--- src/rtl/efpga_op_sequencer.sv ---
// efpga_op_sequencer
// Arbitrates two requesters (0: core pipeline, 1: external data port) round-robin onto the
// shared eFPGA coprocessor port, launches each granted operation with a single write strobe,
// waits for fabric done / a fixed latency / a done-mode timeout, then returns the captured
// results to the owning requester with a one-cycle valid.
//
// Ports
//   clk_i, reset            clock; synchronous active-low reset
//   req_i[1:0]              per-requester request (level)
//   gnt_o[1:0]              one-hot grant, combinational, IDLE only
//   operand_a_i/_b_i[63:0]  requester k at [32k+31:32k]
//   operator_i[3:0]         requester k at [2k+1:2k]
//   delay_i[7:0]            requester k at [4k+3:4k]; 0 = done-mode
//   rvalid_o[1:0], err_o    one-cycle completion pulse to owner; err_o flags a timeout
//   result_a/b/c_o[31:0]    captured results, held until next capture
//   busy_o                  high outside IDLE
//   eFPGA_*_o               registered operands/operator/delay, enable, write strobe
//   eFPGA_result_*_i        fabric results; eFPGA_fpga_done_i completion (WAIT only)

module efpga_op_sequencer #(
    parameter int unsigned TIMEOUT_W = 8
) (
    input  logic        clk_i,
    input  logic        reset,
    input  logic [1:0]  req_i,
    output logic [1:0]  gnt_o,
    input  logic [63:0] operand_a_i,
    input  logic [63:0] operand_b_i,
    input  logic [3:0]  operator_i,
    input  logic [7:0]  delay_i,
    output logic [1:0]  rvalid_o,
    output logic        err_o,
    output logic [31:0] result_a_o,
    output logic [31:0] result_b_o,
    output logic [31:0] result_c_o,
    output logic        busy_o,
    output logic [31:0] eFPGA_operand_a_o,
    output logic [31:0] eFPGA_operand_b_o,
    output logic [1:0]  eFPGA_operator_o,
    output logic [3:0]  eFPGA_delay_o,
    output logic        eFPGA_en_o,
    output logic        eFPGA_write_strobe_o,
    input  logic [31:0] eFPGA_result_a_i,
    input  logic [31:0] eFPGA_result_b_i,
    input  logic [31:0] eFPGA_result_c_i,
    input  logic        eFPGA_fpga_done_i
);

    typedef enum logic [1:0] {StIdle, StIssue, StWait, StResp} state_e;

    localparam logic [31:0] TimeoutMax = 32'((64'd1 << TIMEOUT_W) - 64'd1);

    state_e               state_q, state_d;
    logic                 last_q;
    logic                 owner_q;
    logic [TIMEOUT_W-1:0] cnt_q;
    logic                 err_q;
    logic [31:0]          res_a_q, res_b_q, res_c_q;
    logic [31:0]          op_a_q, op_b_q;
    logic [1:0]           opr_q;
    logic [3:0]           dly_q;

    logic        winner;
    logic        grant;
    logic [31:0] cnt_inc;
    logic        fixed_hit;
    logic        timeout_hit;
    logic        complete;

    // Round-robin: on a tie the requester that did not win last time goes next.
    always_comb begin
        winner = 1'b0;
        case (req_i)
            2'b01:   winner = 1'b0;
            2'b10:   winner = 1'b1;
            2'b11:   winner = ~last_q;
            default: winner = 1'b0;
        endcase
    end

    assign grant = (state_q == StIdle) && reset && (req_i != 2'b00);
    assign gnt_o = grant ? (winner ? 2'b10 : 2'b01) : 2'b00;

    // Compare at 32 bits so a 4-bit delay is never truncated by a narrow counter.
    assign cnt_inc     = 32'(cnt_q) + 32'd1;
    assign fixed_hit   = (dly_q != 4'd0) && (cnt_inc == 32'(dly_q));
    assign timeout_hit = (dly_q == 4'd0) && (cnt_inc == TimeoutMax) && !eFPGA_fpga_done_i;
    assign complete    = (state_q == StWait) && (eFPGA_fpga_done_i || fixed_hit || timeout_hit);

    always_comb begin
        state_d = state_q;
        unique case (state_q)
            StIdle:  if (grant) state_d = StIssue;
            StIssue: state_d = StWait;
            StWait:  if (complete) state_d = StResp;
            StResp:  state_d = StIdle;
            default: state_d = StIdle;
        endcase
    end

    always_ff @(posedge clk_i) begin
        if (!reset) begin
            state_q <= StIdle;
            last_q  <= 1'b1;
            owner_q <= 1'b0;
            cnt_q   <= '0;
            err_q   <= 1'b0;
            res_a_q <= '0;
            res_b_q <= '0;
            res_c_q <= '0;
            op_a_q  <= '0;
            op_b_q  <= '0;
            opr_q   <= '0;
            dly_q   <= '0;
        end else begin
            state_q <= state_d;
            if (grant) begin
                last_q  <= winner;
                owner_q <= winner;
                op_a_q  <= winner ? operand_a_i[63:32] : operand_a_i[31:0];
                op_b_q  <= winner ? operand_b_i[63:32] : operand_b_i[31:0];
                opr_q   <= winner ? operator_i[3:2] : operator_i[1:0];
                dly_q   <= winner ? delay_i[7:4] : delay_i[3:0];
            end
            if (state_q == StIssue) begin
                cnt_q <= '0;
            end else if (state_q == StWait) begin
                cnt_q <= cnt_q + 1'b1;
            end
            if (complete) begin
                // Only a done-mode timeout reaches here with done low and delay zero.
                err_q   <= timeout_hit;
                res_a_q <= timeout_hit ? 32'd0 : eFPGA_result_a_i;
                res_b_q <= timeout_hit ? 32'd0 : eFPGA_result_b_i;
                res_c_q <= timeout_hit ? 32'd0 : eFPGA_result_c_i;
            end
        end
    end

    always_comb begin
        rvalid_o = 2'b00;
        err_o    = 1'b0;
        if (state_q == StResp) begin
            rvalid_o = owner_q ? 2'b10 : 2'b01;
            err_o    = err_q;
        end
    end

    assign busy_o               = (state_q != StIdle);
    assign eFPGA_en_o           = (state_q == StIssue) || (state_q == StWait);
    assign eFPGA_write_strobe_o = (state_q == StIssue);
    assign eFPGA_operand_a_o    = op_a_q;
    assign eFPGA_operand_b_o    = op_b_q;
    assign eFPGA_operator_o     = opr_q;
    assign eFPGA_delay_o        = dly_q;
    assign result_a_o           = res_a_q;
    assign result_b_o           = res_b_q;
    assign result_c_o           = res_c_q;

endmodule

--- config.mk ---
export PLATFORM = sky130hd
export DESIGN_NAME = efpga_op_sequencer
export DESIGN_NICKNAME = d
export VERILOG_FILES = /design/src/rtl/efpga_op_sequencer.sv
export SDC_FILE = /design/constraint.sdc
export NUM_CORES = 1
export LEC_CHECK = 0
export CORE_AREA = 5 5 159 161
export DETAILED_ROUTE_END_ITERATION = 8
export DIE_AREA = 0 0 164 166
export GPL_ROUTABILITY_DRIVEN = 0
export GPL_TIMING_DRIVEN = 0
export PLACE_DENSITY = 0.69
export RECOVER_POWER = 25
export SYNTH_ARGS = -nofsm -noshare
export SYNTH_HDL_FRONTEND = slang
export SYNTH_SLANG_ARGS = --single-unit
export TNS_END_PERCENT = 20
--- constraint.sdc ---
create_clock -name clk_i -period 2.95 [get_ports clk_i]
set_input_delay 0.59 -clock clk_i [delete_from_list [all_inputs] [get_ports clk_i]]
set_output_delay 0.59 -clock clk_i [all_outputs]
set_load 0.005 [all_outputs]
# After elaboration in Yosys (flattened, before gate mapping)
# Cells that the tools add are included.
classes:
  shift: 0
  n_div: 0
  bitwise: 2
  eq_ne: 9
  add_sub_neg: 2
  n_reduce_logical: 17
  n_lt_le_gt_ge: 0
  multipliers: 0
  mux: 16
op_table:
  columns: ["op", "n"]
  rows:
  - ["two-way mux 32 bit", 5]
  - ["two-way mux 2 bit", 7]
  - ["adder 8 x 1 -> 9 bit (second input constant)", 1]
  - ["equality test 9 x 4 -> 1 bit", 1]
  - ["equality test 9 x 8 -> 1 bit (second input constant)", 1]
  - ["adder 8 x 1 -> 8 bit (second input constant)", 1]
  - ["equality test 2 bit (second input constant)", 4]
  - ["one-hot mux 2 bit (4 select lines)", 1]
  - ["logical AND 1 bit", 6]
  - ["logical NOT 4 bit", 1]
  - ["two-way mux 4 bit", 1]
  - ["!= test 2 bit (second input constant)", 2]
  - ["nonzero test 2 bit", 2]
  - ["nonzero test 4 bit", 1]
  - ["logical OR 1 bit", 3]
  - ["equality test 2 x 1 -> 1 bit (second input constant)", 1]
  - ["logical NOT 2 bit", 1]
  - ["inverter 1 bit", 2]
  - ["one-hot mux 1 bit (2 select lines)", 1]
  - ["AND reduction 2 bit", 1]
  - ["OR reduction 2 bit", 1]
  - ["logical NOT 1 bit", 1]
  - ["two-way mux 1 bit", 1]
totals:
  inputBits: 241
  latch_bits: 0
  wordCells: 58
  rom_bits: 0
  ff_bits: 179
  ram_bits: 0
  output_inout_bits: 174
  n_memories: 0

# Depth between registers and ports, before layout
# Gate-level depths: netlist of run 1.
logic_depth:
  depth_word: 8
  mapped_depth: 12

# Worst setup path after synthesis of run 1
# Ideal clock, no wire load.
synth_timing:
  path_kind: "register -> output"
  startpoint: "reg state_q[0]"
  endpoint: "out gnt_o[1]"
  n_path_buf: 2
  arrival_ns: 1.958
  stages_incl_launch_ff: 8
  setup_slack_ns: 0.402
  path_cell_list: "dfxtp_1 > inv_1 > ha_1 > inv_1 > nor3_1 > clkbuf_1 > clkbuf_1 > and2_1"
synth_between:
  elab_chain_len: 4
synth_lines:
  columns: ["element", "line_no", "text"]
  rows:
  - ["start, declared", "53", "state_e state_q, state_d;"]
  - ["start signal, assigned", "103", "state_q <= StIdle;"]
  - ["start signal, assigned", "116", "state_q <= state_d;"]
  - ["logical NOT 2 bit", "81", "assign grant = (state_q == StIdle) && reset && (req_i != 2'b00);"]
  - ["logical AND 1 bit (2 in series)", "81", null]
  - ["two-way mux 2 bit", "82", "assign gnt_o = grant ? (winner ? 2'b10 : 2'b01) : 2'b00;"]
  - ["end, declared", "26", "output logic [1:0] gnt_o,"]
# Every way passes these cells.

# Worst setup path in the final report of run 1
layout_timing:
  startpoint: "in req_i[1]"
  endpoint: "out gnt_o[1]"
layout_between:
  elab_chain_len: 4
  word_cells_on_any_way: 7
layout_lines:
  columns: ["element", "line_no", "text"]
  rows:
  - ["start, declared", "25", "input logic [1:0] req_i,"]
  - ["equality test 2 bit", "73", "case (req_i)"]
  - ["one-hot mux 1 bit (2 select lines)", "73", null]
  - ["two-way mux 2 bit", "82", null]
  - ["two-way mux 2 bit *", "82", null]
# Mark *: on every way between the ends. The rest lies on a longest branch, timed or not.

==> impl_results.html, run 1 <==
<table>
<tr><th>Metric</th><th>Value</th></tr>
<tr><th colspan="2">Place</th></tr>
<tr><td>Port-buffer cells</td><td>414</td></tr>
<tr><td>Number of cells after detailed placement</td><td>1583</td></tr>
<tr><td>HPWL after detailed placement</td><td>24400 um</td></tr>
<tr><th colspan="2">Flow run</th></tr>
<tr><td># Max-Cap Violations</td><td>0</td></tr>
<tr><th colspan="2">Worst hold path</th></tr>
<tr><td>Worst hold-check path type</td><td>register to register</td></tr>
<tr><td>Endpoint of the worst hold path</td><td>result_a_o[10]</td></tr>
<tr><td>Worst hold path startpoint</td><td>result_a_o[10]</td></tr>
<tr><td>Cell count of the worst hold path</td><td>2</td></tr>
<tr><th colspan="2">Floorplan</th></tr>
<tr><td>Initial standard-cell utilization of the core</td><td>32.5%</td></tr>
<tr><td>Overall die width</td><td>164 um</td></tr>
<tr><td>Core region area</td><td>23800 um2</td></tr>
<tr><td>Die Span Y</td><td>166 um</td></tr>
<tr><td>Placement row count</td><td>57</td></tr>
<tr><td>Area of the die</td><td>27200 um2</td></tr>
<tr><td>I/O pin cnt</td><td>415</td></tr>
<tr><th colspan="2">Synth</th></tr>
<tr><td>Dominant combinational cell family by area after synthesis</td><td>multiplexers</td></tr>
<tr><td>Post-synth net total</td><td>1092</td></tr>
<tr><td>Number of synthesized flops with an enable pin</td><td>0</td></tr>
<tr><td>Area contributors post-synth</td><td>dfxtp_1 (46%), mux2i_1 (22%), nand2_1 (9.7%), a211oi_1 (6.9%), nor2_1 (4.0%)</td></tr>
<tr><td>Post-Synthesis Cell Area</td><td>7750 um2</td></tr>
<tr><td>Syn. warnings</td><td>0</td></tr>
<tr><td>Seq cells post-synth</td><td>179</td></tr>
<tr><td>Cell type with the highest aggregate area in the netlist</td><td>dfxtp_1</td></tr>
<tr><td>Primary flip-flop cell chosen by synthesis mapping</td><td>dfxtp_1</td></tr>
<tr><td>Share of async-settable or async-resettable flops after synthesis</td><td>0%</td></tr>
<tr><td>Avg Inst Size Synth</td><td>9.18 um2</td></tr>
<tr><td>Multiplexer area fraction after synthesis</td><td>21.8%</td></tr>
<tr><td>Syn Inst Count</td><td>844</td></tr>
<tr><td>Synth Area in Compound Gates</td><td>8.47%</td></tr>
<tr><td>Synthesized-area fraction occupied by adder cells</td><td>1.13%</td></tr>
<tr><td>Top-area cell type share of the netlist area</td><td>46.2%</td></tr>
<tr><td>Netlist cell types</td><td>43</td></tr>
<tr><td>Simple-gate share of the synthesized area</td><td>16.4%</td></tr>
<tr><td>Portion of the post-synthesis area used by sequential elements</td><td>46.2%</td></tr>
<tr><td>Xor/xnor cell area share of the yosys netlist</td><td>1.66%</td></tr>
<tr><th colspan="2">Power</th></tr>
<tr><td>Worst ir drop on vdd</td><td>413 uV</td></tr>
<tr><td>Leakage</td><td>0.00542 uW</td></tr>
<tr><td>Total power</td><td>7880 uW</td></tr>
<tr><td>P per Cell Area</td><td>605 nW/um2</td></tr>
<tr><th colspan="2">Routing</th></tr>
<tr><td>Avg Vias per Cell</td><td>4.64</td></tr>
<tr><td>Count of unresolved DRC violations after routing</td><td>0</td></tr>
<tr><td>Final ANT Viol Nets</td><td>0</td></tr>
<tr><td>Iteration-0 DRC count of the detailed router</td><td>333</td></tr>
<tr><td>Final wirelength</td><td>30300 um</td></tr>
<tr><td>Pre-Repair DR Iteration Count</td><td>4</td></tr>
<tr><td>Via Count</td><td>7527</td></tr>
<tr><td>Detail-routed net length per standard cell</td><td>18.7 um</td></tr>
<tr><th colspan="2">Critical path</th></tr>
<tr><td>Highest-delay cell along the critical path</td><td>clkdlybuf4s50_1</td></tr>
<tr><td>Worst R2R Start</td><td>cnt_q[1]</td></tr>
<tr><td>Most used cell, CP</td><td>clkdlybuf4s50_1</td></tr>
<tr><td>Length in cells of the worst reg-to-reg path</td><td>10</td></tr>
<tr><td>Terminus of the critical flop-to-flop path</td><td>result_b_o[13]</td></tr>
<tr><td>Type of element launching the critical path</td><td>input pin</td></tr>
<tr><td>Crit path buffers/inverters</td><td>3</td></tr>
<tr><td>Max stage delay on crit path</td><td>0.54 ns</td></tr>
<tr><td>Critical path start-end classification</td><td>input pin to output pin</td></tr>
<tr><td>Worst Path Max Fanout</td><td>12</td></tr>
<tr><td>Worst Path Arrival</td><td>2.25 ns</td></tr>
<tr><td>Cell Chain, Critical Path</td><td>clkdlybuf4s50_1 &gt; a21boi_0 &gt; clkbuf_8 &gt; and2_1 &gt; clkdlybuf4s50_1</td></tr>
<tr><td>Worst reg-to-reg setup slack</td><td>0.28 ns</td></tr>
<tr><td>Crit path required time</td><td>2.36 ns</td></tr>
<tr><td>Critical path endpoint category</td><td>output pin</td></tr>
<tr><td>Crit. path cell count</td><td>5</td></tr>
<tr><td>Startpoint of the most critical setup path</td><td>req_i[1]</td></tr>
<tr><td>Cell type group with the largest total delay on the critical path</td><td>buffers and inverters</td></tr>
<tr><th colspan="2">Timing</th></tr>
<tr><td>Post-route clock skew</td><td>0.0129 ns</td></tr>
<tr><td>Final-report max-slew violation count</td><td>0</td></tr>
<tr><td>Accumulated negative setup slack</td><td>0 ns</td></tr>
<tr><td>Rel. slew slack</td><td>39.9%</td></tr>
<tr><td>Slew of the pin with the lowest slew margin</td><td>0.901 ns</td></tr>
<tr><td>Final count of hold timing violations</td><td>0</td></tr>
<tr><td>Clock period minus final worst setup slack</td><td>2.84 ns</td></tr>
<tr><td>Achievable Freq</td><td>352 MHz</td></tr>
<tr><td>Final critical-path share of the clock period</td><td>96.3%</td></tr>
<tr><td>Setup-violating endpoint count in the final report</td><td>0</td></tr>
<tr><th colspan="2">Clock network</th></tr>
<tr><td>Hold buffers post-CTS</td><td>0</td></tr>
<tr><td>Number of buffers created by CTS</td><td>17</td></tr>
<tr><td>CTS Buffer Depth</td><td>2</td></tr>
<tr><td>Clock slew at the register clock pins of the worst setup and hold paths</td><td>0.08 ns</td></tr>
<tr><td>Max H-tree Level</td><td>4</td></tr>
<tr><td>Master cell of the clock root buffer</td><td>clkbuf_16</td></tr>
<tr><td>Sink Count</td><td>179</td></tr>
<tr><td>Latest clock arrival within the worst-skew pair</td><td>0.42 ns</td></tr>
<tr><td>CTS tree</td><td>yes</td></tr>
<tr><th colspan="2">Final layout</th></tr>
<tr><td>Relative area change from synthesis to final layout</td><td>68.1%</td></tr>
<tr><td>Post-Route Utilization</td><td>54.7%</td></tr>
<tr><td>Commonest non-fill, non-tap cells in the layout</td><td>clkdlybuf4s50_1 (412), nand2_1 (200), dfxtp_1 (179)</td></tr>
<tr><td>Final Non-Filler Cells</td><td>1623</td></tr>
<tr><td>Final-stage net count</td><td>1533</td></tr>
<tr><td>Most common cell after layout, fill and taps aside</td><td>clkdlybuf4s50_1</td></tr>
<tr><td>Fraction of layout cells with a size suffix above 1</td><td>5.86%</td></tr>
<tr><td>Fill cells</td><td>2243</td></tr>
<tr><th colspan="2">Outcome</th></tr>
<tr><td>Run status</td><td>completed</td></tr>
<tr><th colspan="2">GRT</th></tr>
<tr><td>Wire length of the first global-routing pass</td><td>44600 um</td></tr>
<tr><td>Pin count of the biggest net entering global routing</td><td>20</td></tr>
<tr><td>Via count of the first global-routing pass</td><td>7441</td></tr>
<tr><td>Remaining global-route overflow</td><td>0</td></tr>
<tr><td>Number of antenna violations at the first check in global routing</td><td>1</td></tr>
<tr><td>Tot GR Track Use</td><td>21.4%</td></tr>
</table>
synthesized netlist by cell type (2+ instances only):
cell type,n
a211oi_1,71
o21ai_1,2
nand4_1,3
ha_1,7
a31o_1,2
nand2_1,200
nand3_1,4
and2_1,3
nor3_1,4
xor2_1,7
nor2_1,83
mux2i_1,167
dfxtp_1,179
buf_4,3
xnor2_1,5
buf_1,8
or3_1,2
inv_1,7
buf_2,10
nand2b_1,5
o21ai_0,4
buf_6,4
clkbuf_1,44
registers in the layout, indices dropped and copies added, names as in the netlist:
name / cells
state_q: 2
err_q: 1
eFPGA_operator_o: 2
eFPGA_operand_a_o: 32
result_a_o: 32
result_c_o: 32
last_q: 1
result_b_o: 32
eFPGA_operand_b_o: 32
cnt_q: 8
owner_q: 1
eFPGA_delay_o: 4
worst register-to-register path, stage by stage, from the launching register on:
cell and delay [ns]:
dfxtp_1 0.46, ha_1 0.19, buf_2 0.17, nand2_1 0.08, nor2_2 0.17, xor2_1 0.14
a31oi_2 0.43, buf_2 0.31, clkbuf_1 0.38, nand2_1 0.13, mux2i_1 0.14
final cells by class:
type	count	area [um2]	area share [%]
Timing Repair Buffer	424	4220	32.4
Sequential cell	179	3580	27.5
Buffer	67	347	2.66
Multi-Input combinational cell	589	3870	29.7
Clock inverter	14	134	1.03
Tap cell	324	405	3.11
Antenna cell	1	2.50	0.0192
Clock buffer	18	439	3.37
Inverter	7	26.3	0.202
report_power, final:
group | internal (uW) | switching (uW)
clock | 1150 | 1090
combinational | 1470 | 1170
sequential | 2780 | 217
metrics by stage:
step	cell area (um2)	worst slack [ns]	hold WS, ns
after floorplan	7750	0.402	0.441
after CTS	12900	0.00790	0.461
after detailed placement	12300	-1.32	0.450
after global routing	13000	-0.0114	0.474
after global placement	12300	-2.05	0.444
final	13000	0.109	0.458
worst max-delay path by stage:
stage | to | slack [ns]
floorplan | gnt_o[1] | 0.40
global placement | gnt_o[1] | -2.05
detailed placement | gnt_o[1] | -1.32
CTS | gnt_o[1] | 0.008
global route | gnt_o[1] | -0.01
finish | gnt_o[1] | 0.11
per-layer routing:
layer,track usage [%],routed length (um),vias up
li1,-,-,3758
met1,26.5,13000,3536
met2,36.9,15000,197
met3,5.41,1560,36
met4,5.87,696,0
met5,0,0,-
what timing repair did:
item / CTS / global route
buffers inserted: 2 / 7
pin swaps: 1 / 1
setup endpoints to repair: 2 / 3
gates resized for setup: 15 / 10
cell families after synthesis:
logic type	Yosys count
flops	179
xor+xnor	13
simple gates	313
mux	168
compound gates	88
fa+ha+maj	7
buf+inv	76
Power figures use the tool's default switching activity.
==> inputs of run 2 (changes only) <==
--- a/config.mk
+++ b/config.mk
@@ -6,4 +6,5 @@
 export NUM_CORES = 1
 export LEC_CHECK = 0
+export ABC_AREA = 1
 export CORE_AREA = 5 5 159 161
 export DETAILED_ROUTE_END_ITERATION = 8
==> constraint.sdc (replaced) <==
create_clock -name clk_i -period 2.9 [get_ports clk_i]
set_input_delay 0.58 -clock clk_i [delete_from_list [all_inputs] [get_ports clk_i]]
set_output_delay 0.58 -clock clk_i [all_outputs]
set_load 0.1 [all_outputs]
==> run 2 against run 1 <==
  * Sequential share of layout area rose by 0.18 points
  * Critical path depth fell by 2
  * Sequential power increased by 10%
  * First-iteration DRC count is 20% higher
  * Count of clock-buffer cells in the layout rose by 1
  * Total power is 53% higher
  * Combinational power increased by 140%
  * Die area unchanged
  * Design area is 0.63% lower
  * Global-route usage rose by 0.88 points
  * Via count is 16% higher
  * Critical path type is now register to output pin
  * Largest cell class unchanged
==> impl_results.html, run 2 <==
<table>
<tr><th>Metric</th><th>Value</th></tr>
<tr><th colspan="2">Synth</th></tr>
<tr><td>Most numerous cell types in the synthesized netlist</td><td>nand2_1 (341), nor2_1 (214), dfxtp_1 (179), inv_1 (125), o21ai_0 (73) (was nand2_1 (200), dfxtp_1 (179), mux2i_1 (167), nor2_1 (83), a211oi_1 (71))</td></tr>
<tr><td>Post-Synthesis Cell Area</td><td>7750 um2 (about the same)</td></tr>
<tr><td>Synthesized-area fraction occupied by adder cells</td><td>1.13% (about the same)</td></tr>
<tr><td>Seq cells post-synth</td><td>179 (unchanged)</td></tr>
<tr><td>Post-synth net total</td><td>1399 (was 1092)</td></tr>
<tr><td>Syn Inst Count</td><td>1151 (was 844)</td></tr>
<tr><td>Simple-gate share of the synthesized area</td><td>28.6% (was 16.4%)</td></tr>
<tr><td>Dominant combinational cell family by area after synthesis</td><td>simple AND/OR/NAND/NOR gates (was multiplexers)</td></tr>
<tr><td>Syn. warnings</td><td>0 (unchanged)</td></tr>
<tr><td>Xor/xnor cell area share of the yosys netlist</td><td>0.113% (was 1.66%)</td></tr>
<tr><td>Most frequent cell after synthesis</td><td>nand2_1 (unchanged)</td></tr>
<tr><td>Number of synthesized flops with an enable pin</td><td>0 (unchanged)</td></tr>
<tr><td>Area contributors post-synth</td><td>dfxtp_1 (46%), nand2_1 (17%), nor2_1 (10%), inv_1 (6.1%), a31oi_1 (5.6%) (was dfxtp_1 (46%), mux2i_1 (22%), nand2_1 (9.7%), a211oi_1 (6.9%), nor2_1 (4.0%))</td></tr>
<tr><td>Portion of the post-synthesis area used by sequential elements</td><td>46.2% (about the same)</td></tr>
<tr><td>Synth Area in Compound Gates</td><td>13.4% (was 8.47%)</td></tr>
<tr><td>Cell type with the highest aggregate area in the netlist</td><td>dfxtp_1 (unchanged)</td></tr>
<tr><td>Primary flip-flop cell chosen by synthesis mapping</td><td>dfxtp_1 (unchanged)</td></tr>
<tr><td>Multiplexer area fraction after synthesis</td><td>0% (was 21.8%)</td></tr>
<tr><td>Share of async-settable or async-resettable flops after synthesis</td><td>0% (unchanged)</td></tr>
<tr><td>Netlist cell types</td><td>25 (was 43)</td></tr>
<tr><td>Top-area cell type share of the netlist area</td><td>46.2% (about the same)</td></tr>
<tr><td>Avg Inst Size Synth</td><td>6.73 um2 (was 9.18 um2)</td></tr>
<tr><th colspan="2">Clock network</th></tr>
<tr><td>CTS tree</td><td>yes (unchanged)</td></tr>
<tr><td>Max H-tree Level</td><td>4 (unchanged)</td></tr>
<tr><td>Clock slew at the register clock pins of the worst setup and hold paths</td><td>0.07 ns (was 0.08 ns)</td></tr>
<tr><td>Latest clock arrival within the worst-skew pair</td><td>0.42 ns (about the same)</td></tr>
<tr><td>Hold buffers post-CTS</td><td>0 (unchanged)</td></tr>
<tr><td>CTS Buffer Depth</td><td>2 (unchanged)</td></tr>
<tr><td>Number of buffers created by CTS</td><td>17 (unchanged)</td></tr>
<tr><td>Sink Count</td><td>179 (unchanged)</td></tr>
<tr><td>Master cell of the clock root buffer</td><td>clkbuf_16 (unchanged)</td></tr>
<tr><th colspan="2">Critical path</th></tr>
<tr><td>Worst Path Max Fanout</td><td>4 (was 12)</td></tr>
<tr><td>Critical path endpoint category</td><td>output pin (unchanged)</td></tr>
<tr><td>Type of element launching the critical path</td><td>register (was input pin)</td></tr>
<tr><td>Worst Path Arrival</td><td>2.23 ns (was 2.25 ns)</td></tr>
<tr><td>Critical path start-end classification</td><td>register to output pin (was input pin to output pin)</td></tr>
<tr><td>Crit path required time</td><td>2.32 ns (was 2.36 ns)</td></tr>
<tr><th colspan="2">Timing</th></tr>
<tr><td>Setup-violating endpoint count in the final report</td><td>0 (unchanged)</td></tr>
<tr><td>Worst Hold Slack</td><td>0.480 ns (was 0.458 ns)</td></tr>
<tr><td>Slew of the pin with the lowest slew margin</td><td>1.17 ns (was 0.901 ns)</td></tr>
<tr><td>Final critical-path share of the clock period</td><td>96.9%</td></tr>
<tr><td>Achievable Freq</td><td>356 MHz</td></tr>
<tr><td>Final-report max-slew violation count</td><td>0 (unchanged)</td></tr>
<tr><td>Clock period minus final worst setup slack</td><td>2.81 ns</td></tr>
<tr><td>Post-route clock skew</td><td>0.0122 ns (was 0.0129 ns)</td></tr>
<tr><td>Setup slack after layout</td><td>0.0904 ns (was 0.109 ns)</td></tr>
<tr><td>Final count of hold timing violations</td><td>0 (unchanged)</td></tr>
<tr><td>Unrepaired setup endpoints after global routing</td><td>yes</td></tr>
<tr><td>Rel. slew slack</td><td>21.5% (was 39.9%)</td></tr>
<tr><th colspan="2">Final layout</th></tr>
<tr><td>Relative area change from synthesis to final layout</td><td>67.1% (was 68.1%)</td></tr>
<tr><td>Post-Route Utilization</td><td>54.3% (was 54.7%)</td></tr>
<tr><td>Most common cell after layout, fill and taps aside</td><td>clkdlybuf4s50_1 (unchanged)</td></tr>
<tr><td>Commonest non-fill, non-tap cells in the layout</td><td>clkdlybuf4s50_1 (405), nand2_1 (341), nor2_1 (213) (was clkdlybuf4s50_1 (412), nand2_1 (200), dfxtp_1 (179))</td></tr>
<tr><td>Final-stage net count</td><td>1834 (was 1533)</td></tr>
<tr><td>Fraction of layout cells with a size suffix above 1</td><td>4.51% (was 5.86%)</td></tr>
<tr><td>Final Non-Filler Cells</td><td>1924 (was 1623)</td></tr>
<tr><th colspan="2">Power</th></tr>
<tr><td>P per Cell Area</td><td>931 nW/um2 (was 605 nW/um2)</td></tr>
<tr><td>Combinational share of power</td><td>53.2% (was 33.5%)</td></tr>
<tr><td>Internal Dissipation</td><td>5850 uW (was 5400 uW)</td></tr>
<tr><td>Switching power total</td><td>6200 uW (was 2480 uW)</td></tr>
<tr><td>Leakage</td><td>0.00539 uW (was 0.00542 uW)</td></tr>
<tr><td>Sequential share of power</td><td>27.3% (was 38.0%)</td></tr>
<tr><td>Fraction of power spent switching nets</td><td>51.5% (was 31.5%)</td></tr>
<tr><td>Power share of the clock group</td><td>19.5% (was 28.5%)</td></tr>
<tr><td>Total power</td><td>12000 uW (was 7880 uW)</td></tr>
<tr><td>Worst ir drop on vdd</td><td>434 uV (was 413 uV)</td></tr>
<tr><th colspan="2">GRT</th></tr>
<tr><td>Tot GR Track Use</td><td>22.3% (was 21.4%)</td></tr>
<tr><td>Wire length of the first global-routing pass</td><td>47200 um (was 44600 um)</td></tr>
<tr><td>Pin count of the biggest net entering global routing</td><td>17 (was 20)</td></tr>
<tr><td>Remaining global-route overflow</td><td>0 (unchanged)</td></tr>
<tr><td>Via count of the first global-routing pass</td><td>8474 (was 7441)</td></tr>
<tr><td>Number of antenna violations at the first check in global routing</td><td>3 (was 1)</td></tr>
<tr><th colspan="2">Outcome</th></tr>
<tr><td>Run status</td><td>completed (unchanged)</td></tr>
<tr><th colspan="2">Routing</th></tr>
<tr><td>Final wirelength</td><td>31800 um (was 30300 um)</td></tr>
<tr><td>Pre-Repair DR Iteration Count</td><td>5 (was 4)</td></tr>
<tr><td>Count of unresolved DRC violations after routing</td><td>0 (unchanged)</td></tr>
<tr><td>Iteration-0 DRC count of the detailed router</td><td>400 (was 333)</td></tr>
<tr><td>Detail-routed net length per standard cell</td><td>16.5 um (was 18.7 um)</td></tr>
<tr><td>Final ANT Viol Nets</td><td>0 (unchanged)</td></tr>
<tr><td>Avg Vias per Cell</td><td>4.54 (was 4.64)</td></tr>
<tr><td>Via Count</td><td>8733 (was 7527)</td></tr>
<tr><th colspan="2">Place</th></tr>
<tr><td>HPWL after detailed placement</td><td>25100 um (was 24400 um)</td></tr>
<tr><td>Port-buffer cells</td><td>413 (was 414)</td></tr>
<tr><td>Worst setup slack before clock tree synthesis</td><td>-1.68 ns (was -1.32 ns)</td></tr>
<tr><td>Number of cells after detailed placement</td><td>1888 (was 1583)</td></tr>
<tr><th colspan="2">Floorplan</th></tr>
<tr><td>Area of the die</td><td>27200 um2 (unchanged)</td></tr>
<tr><td>Placement row count</td><td>57 (unchanged)</td></tr>
<tr><td>Core region area</td><td>23800 um2 (unchanged)</td></tr>
<tr><td>Overall die width</td><td>164 um (unchanged)</td></tr>
<tr><td>I/O pin cnt</td><td>415 (unchanged)</td></tr>
<tr><td>Die Span Y</td><td>166 um (unchanged)</td></tr>
<tr><td>Initial standard-cell utilization of the core</td><td>32.5% (about the same)</td></tr>
<tr><th colspan="2">Worst hold path</th></tr>
<tr><td>Worst hold-check path type</td><td>register to register (unchanged)</td></tr>
<tr><th colspan="2">Flow run</th></tr>
<tr><td># Max-Cap Violations</td><td>0 (unchanged)</td></tr>
</table>
-- run 2: cell count changes in the layout (fill, tap and decap cells not counted), moves of 69 or more --
cell and delta:
nand2_1 +141, nor2_1 +131, inv_1 +121, o21ai_0 +69
mux2i_1 -167, a211oi_1 -71
-- run 2: final timing paths --
path,slack [ns],cells after the start,end,from
hold / removal,0.48,2,last_q,last_q
setup / recovery,0.09,3,eFPGA_write_strobe_o,state_q[1]
setup reg to reg,0.31,12,eFPGA_operand_a_o[18],state_q[1]
hold reg to reg,0.48,2,last_q,last_q
-- run 2: cells by family (layout without fill, tap and decap cells) --
kind of cell | after synthesis | in the layout
and+or+nand+nor | 576 | 576
buffers and inverters | 200 | 647
AOI/OAI and AO/OA | 188 | 188
DFF | 179 | 179
adders and majority gates | 7 | 7
xor gates and xnor gates | 1 | 1
other | 0 | 2
-- run 2: power by group through the flow --
stage,Clock (uW),Combinational [uW],Sequential (uW)
5_1_grt,2510,6720,3350
4_1_cts,2410,6430,3290
3_5_place_dp,0,6410,3330
3_3_place_gp,0,6380,3320
6_report,2350,6410,3290
2_1_floorplan,0,1440,6540
-- run 2: through the flow --
step | setup TNS, ns | cell area, um2
after floorplan | 0 | 7750
after global placement | -21.44 | 12300
after detailed placement | -17.46 | 12300
after CTS | -0.0282 | 12900
after global routing | -0.0686 | 12900
final | 0 | 12900
-- run 2: metal layers --
metal	up-vias	part of all wire [%]	GRT usage (%)
met4	2	3.1	8.53
met2	326	49	39.6
li1	4443	-	-
met1	3912	37	23.7
met5	-	0.022	0
met3	50	10	8.74
-- run 2: final cells by class --
type / instances / area [um2]
buffer: 72 / 359
antenna: 2 / 5.00
timing repair buffer: 416 / 4160
multi-input combinational: 772 / 3370
tap: 324 / 405
fill: 2354 / 10900
sequential: 179 / 3580
clock buffer: 19 / 433
clock inverter: 12 / 148
inverter: 128 / 480
-- run 2: critical path, stage by stage (launching register included) --
cell and delay, ns:
dfxtp_1 0.35, inv_1 0.11, ha_1 0.20, clkdlybuf4s50_1 1.15
-- run 2: repair_timing --
action | CTS | global route
gates resized for setup | 29 | 6
setup endpoints to repair | 10 | 2
setup buffers | 1 | 2
pin swaps | 0 | 1
==> inputs of run 3 (changes only) <==
- clock period: 2.9 -> 3.25 ns (I/O delays scaled with it)
==> run 3 against run 2 <==
  * Highest routed layer unchanged
  * Critical endpoint is now gnt_o[1]
  * Largest cell class unchanged
  * Routed wire length down 1.8%
  * Global-route usage down 0.12 points
  * Non-clock buffer count down 2
==> impl_results.html, run 3 (synthesis gave the netlist of run 2 again) <==
<table>
<tr><th>Metric</th><th>Value</th></tr>
<tr><th colspan="2">Outcome</th></tr>
<tr><td>Run status</td><td>completed (unchanged)</td></tr>
<tr><th colspan="2">Clock network</th></tr>
<tr><td>CTS Buffer Depth</td><td>2 (unchanged)</td></tr>
<tr><td>Number of buffers created by CTS</td><td>17 (unchanged)</td></tr>
<tr><td>Sink Count</td><td>179 (unchanged)</td></tr>
<tr><td>CTS tree</td><td>yes (unchanged)</td></tr>
<tr><td>Max H-tree Level</td><td>4 (unchanged)</td></tr>
<tr><td>Latest clock arrival within the worst-skew pair</td><td>0.43 ns (was 0.42 ns)</td></tr>
<tr><td>Master cell of the clock root buffer</td><td>clkbuf_16 (unchanged)</td></tr>
<tr><td>Clock slew at the register clock pins of the worst setup and hold paths</td><td>0.07 ns (about the same)</td></tr>
<tr><th colspan="2">Floorplan</th></tr>
<tr><td>I/O pin cnt</td><td>415 (unchanged)</td></tr>
<tr><td>Placement row count</td><td>57 (unchanged)</td></tr>
<tr><td>Core region area</td><td>23800 um2 (unchanged)</td></tr>
<tr><td>Overall die width</td><td>164 um (unchanged)</td></tr>
<tr><td>Die Span Y</td><td>166 um (unchanged)</td></tr>
<tr><td>Area of the die</td><td>27200 um2 (unchanged)</td></tr>
<tr><td>Initial standard-cell utilization of the core</td><td>32.5% (unchanged)</td></tr>
<tr><th colspan="2">Routing</th></tr>
<tr><td>Via Count</td><td>8687 (was 8733)</td></tr>
<tr><td>Pre-Repair DR Iteration Count</td><td>4 (was 5)</td></tr>
<tr><td>Final wirelength</td><td>31300 um (was 31800 um)</td></tr>
<tr><td>Avg Vias per Cell</td><td>4.52 (was 4.54)</td></tr>
<tr><td>Count of unresolved DRC violations after routing</td><td>0 (unchanged)</td></tr>
<tr><td>Detail-routed net length per standard cell</td><td>16.3 um (was 16.5 um)</td></tr>
<tr><td>Iteration-0 DRC count of the detailed router</td><td>332 (was 400)</td></tr>
<tr><td>Final ANT Viol Nets</td><td>0 (unchanged)</td></tr>
<tr><th colspan="2">Power</th></tr>
<tr><td>Combinational share of power</td><td>53.3% (was 53.2%)</td></tr>
<tr><td>Power share of the clock group</td><td>19.3% (was 19.5%)</td></tr>
<tr><td>Internal Dissipation</td><td>5110 uW (was 5850 uW)</td></tr>
<tr><td>Fraction of power spent switching nets</td><td>52.1% (was 51.5%)</td></tr>
<tr><td>Sequential share of power</td><td>27.4% (was 27.3%)</td></tr>
<tr><td>Switching power total</td><td>5550 uW (was 6200 uW)</td></tr>
<tr><td>Worst ir drop on vdd</td><td>346 uV (was 434 uV)</td></tr>
<tr><td>Leakage</td><td>0.00537 uW (was 0.00539 uW)</td></tr>
<tr><td>P per Cell Area</td><td>827 nW/um2 (was 931 nW/um2)</td></tr>
<tr><th colspan="2">Place</th></tr>
<tr><td>Worst setup slack before clock tree synthesis</td><td>-1.47 ns (was -1.68 ns)</td></tr>
<tr><td>HPWL after detailed placement</td><td>24800 um (was 25100 um)</td></tr>
<tr><td>Placed instance area</td><td>12300 um2 (about the same)</td></tr>
<tr><td>Port-buffer cells</td><td>413 (unchanged)</td></tr>
<tr><th colspan="2">Timing</th></tr>
<tr><td>Setup slack after layout</td><td>0.0904 ns (about the same)</td></tr>
<tr><td>Worst Hold Slack</td><td>0.475 ns (was 0.480 ns)</td></tr>
<tr><td>Achievable Freq</td><td>316 MHz</td></tr>
<tr><td>Final-report max-slew violation count</td><td>0 (unchanged)</td></tr>
<tr><td>Unrepaired setup endpoints after global routing</td><td>no (was yes)</td></tr>
<tr><td>Clock period minus final worst setup slack</td><td>3.16 ns</td></tr>
<tr><td>Accumulated negative setup slack</td><td>0 ns (unchanged)</td></tr>
<tr><td>Final critical-path share of the clock period</td><td>97.2%</td></tr>
<tr><td>Final count of hold timing violations</td><td>0 (unchanged)</td></tr>
<tr><td>Slew of the pin with the lowest slew margin</td><td>1.21 ns (was 1.17 ns)</td></tr>
<tr><td>Setup-violating endpoint count in the final report</td><td>0 (unchanged)</td></tr>
<tr><td>Rel. slew slack</td><td>18.8% (was 21.5%)</td></tr>
<tr><td>Post-route clock skew</td><td>0.0185 ns (was 0.0122 ns)</td></tr>
<tr><th colspan="2">Final layout</th></tr>
<tr><td>Final-stage net count</td><td>1832 (was 1834)</td></tr>
<tr><td>Fraction of layout cells with a size suffix above 1</td><td>3.82% (was 4.51%)</td></tr>
<tr><td>Relative area change from synthesis to final layout</td><td>66.3% (was 67.1%)</td></tr>
<tr><td>Final instance area</td><td>12900 um2 (about the same)</td></tr>
<tr><td>Fill cells</td><td>2409 (was 2354)</td></tr>
<tr><td>Post-Route Utilization</td><td>54.1% (was 54.3%)</td></tr>
<tr><td>Most common cell after layout, fill and taps aside</td><td>clkdlybuf4s50_1 (unchanged)</td></tr>
<tr><td>Commonest non-fill, non-tap cells in the layout</td><td>clkdlybuf4s50_1 (399), nand2_1 (341), nor2_1 (214) (was clkdlybuf4s50_1 (405), nand2_1 (341), nor2_1 (213))</td></tr>
<tr><th colspan="2">Flow run</th></tr>
<tr><td># Max-Cap Violations</td><td>0 (unchanged)</td></tr>
<tr><th colspan="2">GRT</th></tr>
<tr><td>Pin count of the biggest net entering global routing</td><td>19 (was 17)</td></tr>
<tr><td>Number of antenna violations at the first check in global routing</td><td>6 (was 3)</td></tr>
<tr><td>Tot GR Track Use</td><td>22.2% (was 22.3%)</td></tr>
<tr><td>Remaining global-route overflow</td><td>0 (unchanged)</td></tr>
<tr><td>Via count of the first global-routing pass</td><td>8425 (was 8474)</td></tr>
<tr><td>Wire length of the first global-routing pass</td><td>47200 um (about the same)</td></tr>
<tr><th colspan="2">Critical path</th></tr>
<tr><td>Highest-delay cell along the critical path</td><td>clkdlybuf4s50_1 (unchanged)</td></tr>
<tr><td>Max stage delay on crit path</td><td>0.55 ns (was 1.15 ns)</td></tr>
<tr><td>Crit path required time</td><td>2.60 ns (was 2.32 ns)</td></tr>
<tr><td>Cell Chain, Critical Path</td><td>clkdlybuf4s50_1 &gt; o21ai_0 &gt; nor2_1 &gt; inv_1 &gt; nor2_4 &gt; clkbuf_4 &gt; buf_4 (was inv_1 &gt; ha_1 &gt; clkdlybuf4s50_1)</td></tr>
<tr><td>Type of element launching the critical path</td><td>input pin (was register)</td></tr>
<tr><td>Critical path start-end classification</td><td>input pin to output pin (was register to output pin)</td></tr>
<tr><td>Worst Path Max Fanout</td><td>10 (was 4)</td></tr>
<tr><td>Worst Path Arrival</td><td>2.51 ns (was 2.23 ns)</td></tr>
<tr><td>Critical path endpoint category</td><td>output pin (unchanged)</td></tr>
<tr><th colspan="2">Worst hold path</th></tr>
<tr><td>Worst hold-check path type</td><td>register to register (unchanged)</td></tr>
</table>
run 3: cell types whose count changed in the layout (fill, tap and decap cells not counted), sizes merged, moves of 2 or more:
cell | previous run | this run
dlygate4sd3 | 0 | 12
inv | 131 | 137
dlygate4sd2 | 5 | 0
buf | 31 | 22
clkbuf | 65 | 72
bufinv | 2 | 0
clkinvlp | 4 | 2
clkdlybuf4s50 | 405 | 399
run 3: cell type report:
type	instances	area, um2	share of cell area [%]
repair buffers	414	4140	32.1
well taps	324	405	3.15
clock inverters	13	129	1.00
flip-flops and latches	179	3580	27.8
multi-input cells	772	3360	26.0
plain buffers	72	335	2.60
clock buffers	19	453	3.52
inverters	128	480	3.73
diodes	1	2.50	0.0194
run 3: what timing repair did:
action / in CTS / in global routing
hold buffers: 0 / 0
gates cloned: 0 / 0
setup buffers: 1 / 0
resized for setup: 18 / 7
endpoints found under the setup margin: 2 / 2
run 3: power groups by stage:
| stage | sequential [uW] | clock, uW | combinational, uW |
|---|---|---|---|
| 3_5_place_dp | 2970 | 0 | 5700 |
| 4_1_cts | 2920 | 2130 | 5730 |
| 3_3_place_gp | 2950 | 0 | 5680 |
| 5_1_grt | 2990 | 2220 | 5960 |
| 2_1_floorplan | 5840 | 0 | 1280 |
| 6_report | 2920 | 2050 | 5680 |
run 3: per-layer routing:
layer  vias up  track usage (%)  part of all wire, %
met2       313             40.2                   50
met3        43             9.31                   11
met5         -                0                 0.22
li1       4446                -                    -
met4        10             5.87                  2.2
met1      3875             23.6                   37
run 3: path summary, 6_finish.rpt:
kind                                 endpoint  startpoint  cells after the start  slack [ns]
worst max-delay path                 gnt_o[1]    req_i[1]                      7        0.09
worst min-delay path                    err_q       err_q                      2        0.48
worst max register to register  result_c_o[9]    cnt_q[1]                     15        0.40
worst min register to register          err_q       err_q                      2        0.48
run 3: worst max-delay path, delay by kind of cell:
kind,cells,cell delay (ns)
buffers and inverters,4,1.28
AOI/OAI and AO/OA,1,0.14
and+or+nand+nor,2,0.42
run 3: per-stage QoR:
stage	power, uW	std cells
after detailed placement	8670	1888
final	10700	1922
after global routing	11200	1922
after global placement	8640	1888
after CTS	10800	1921
after floorplan	7120	1151
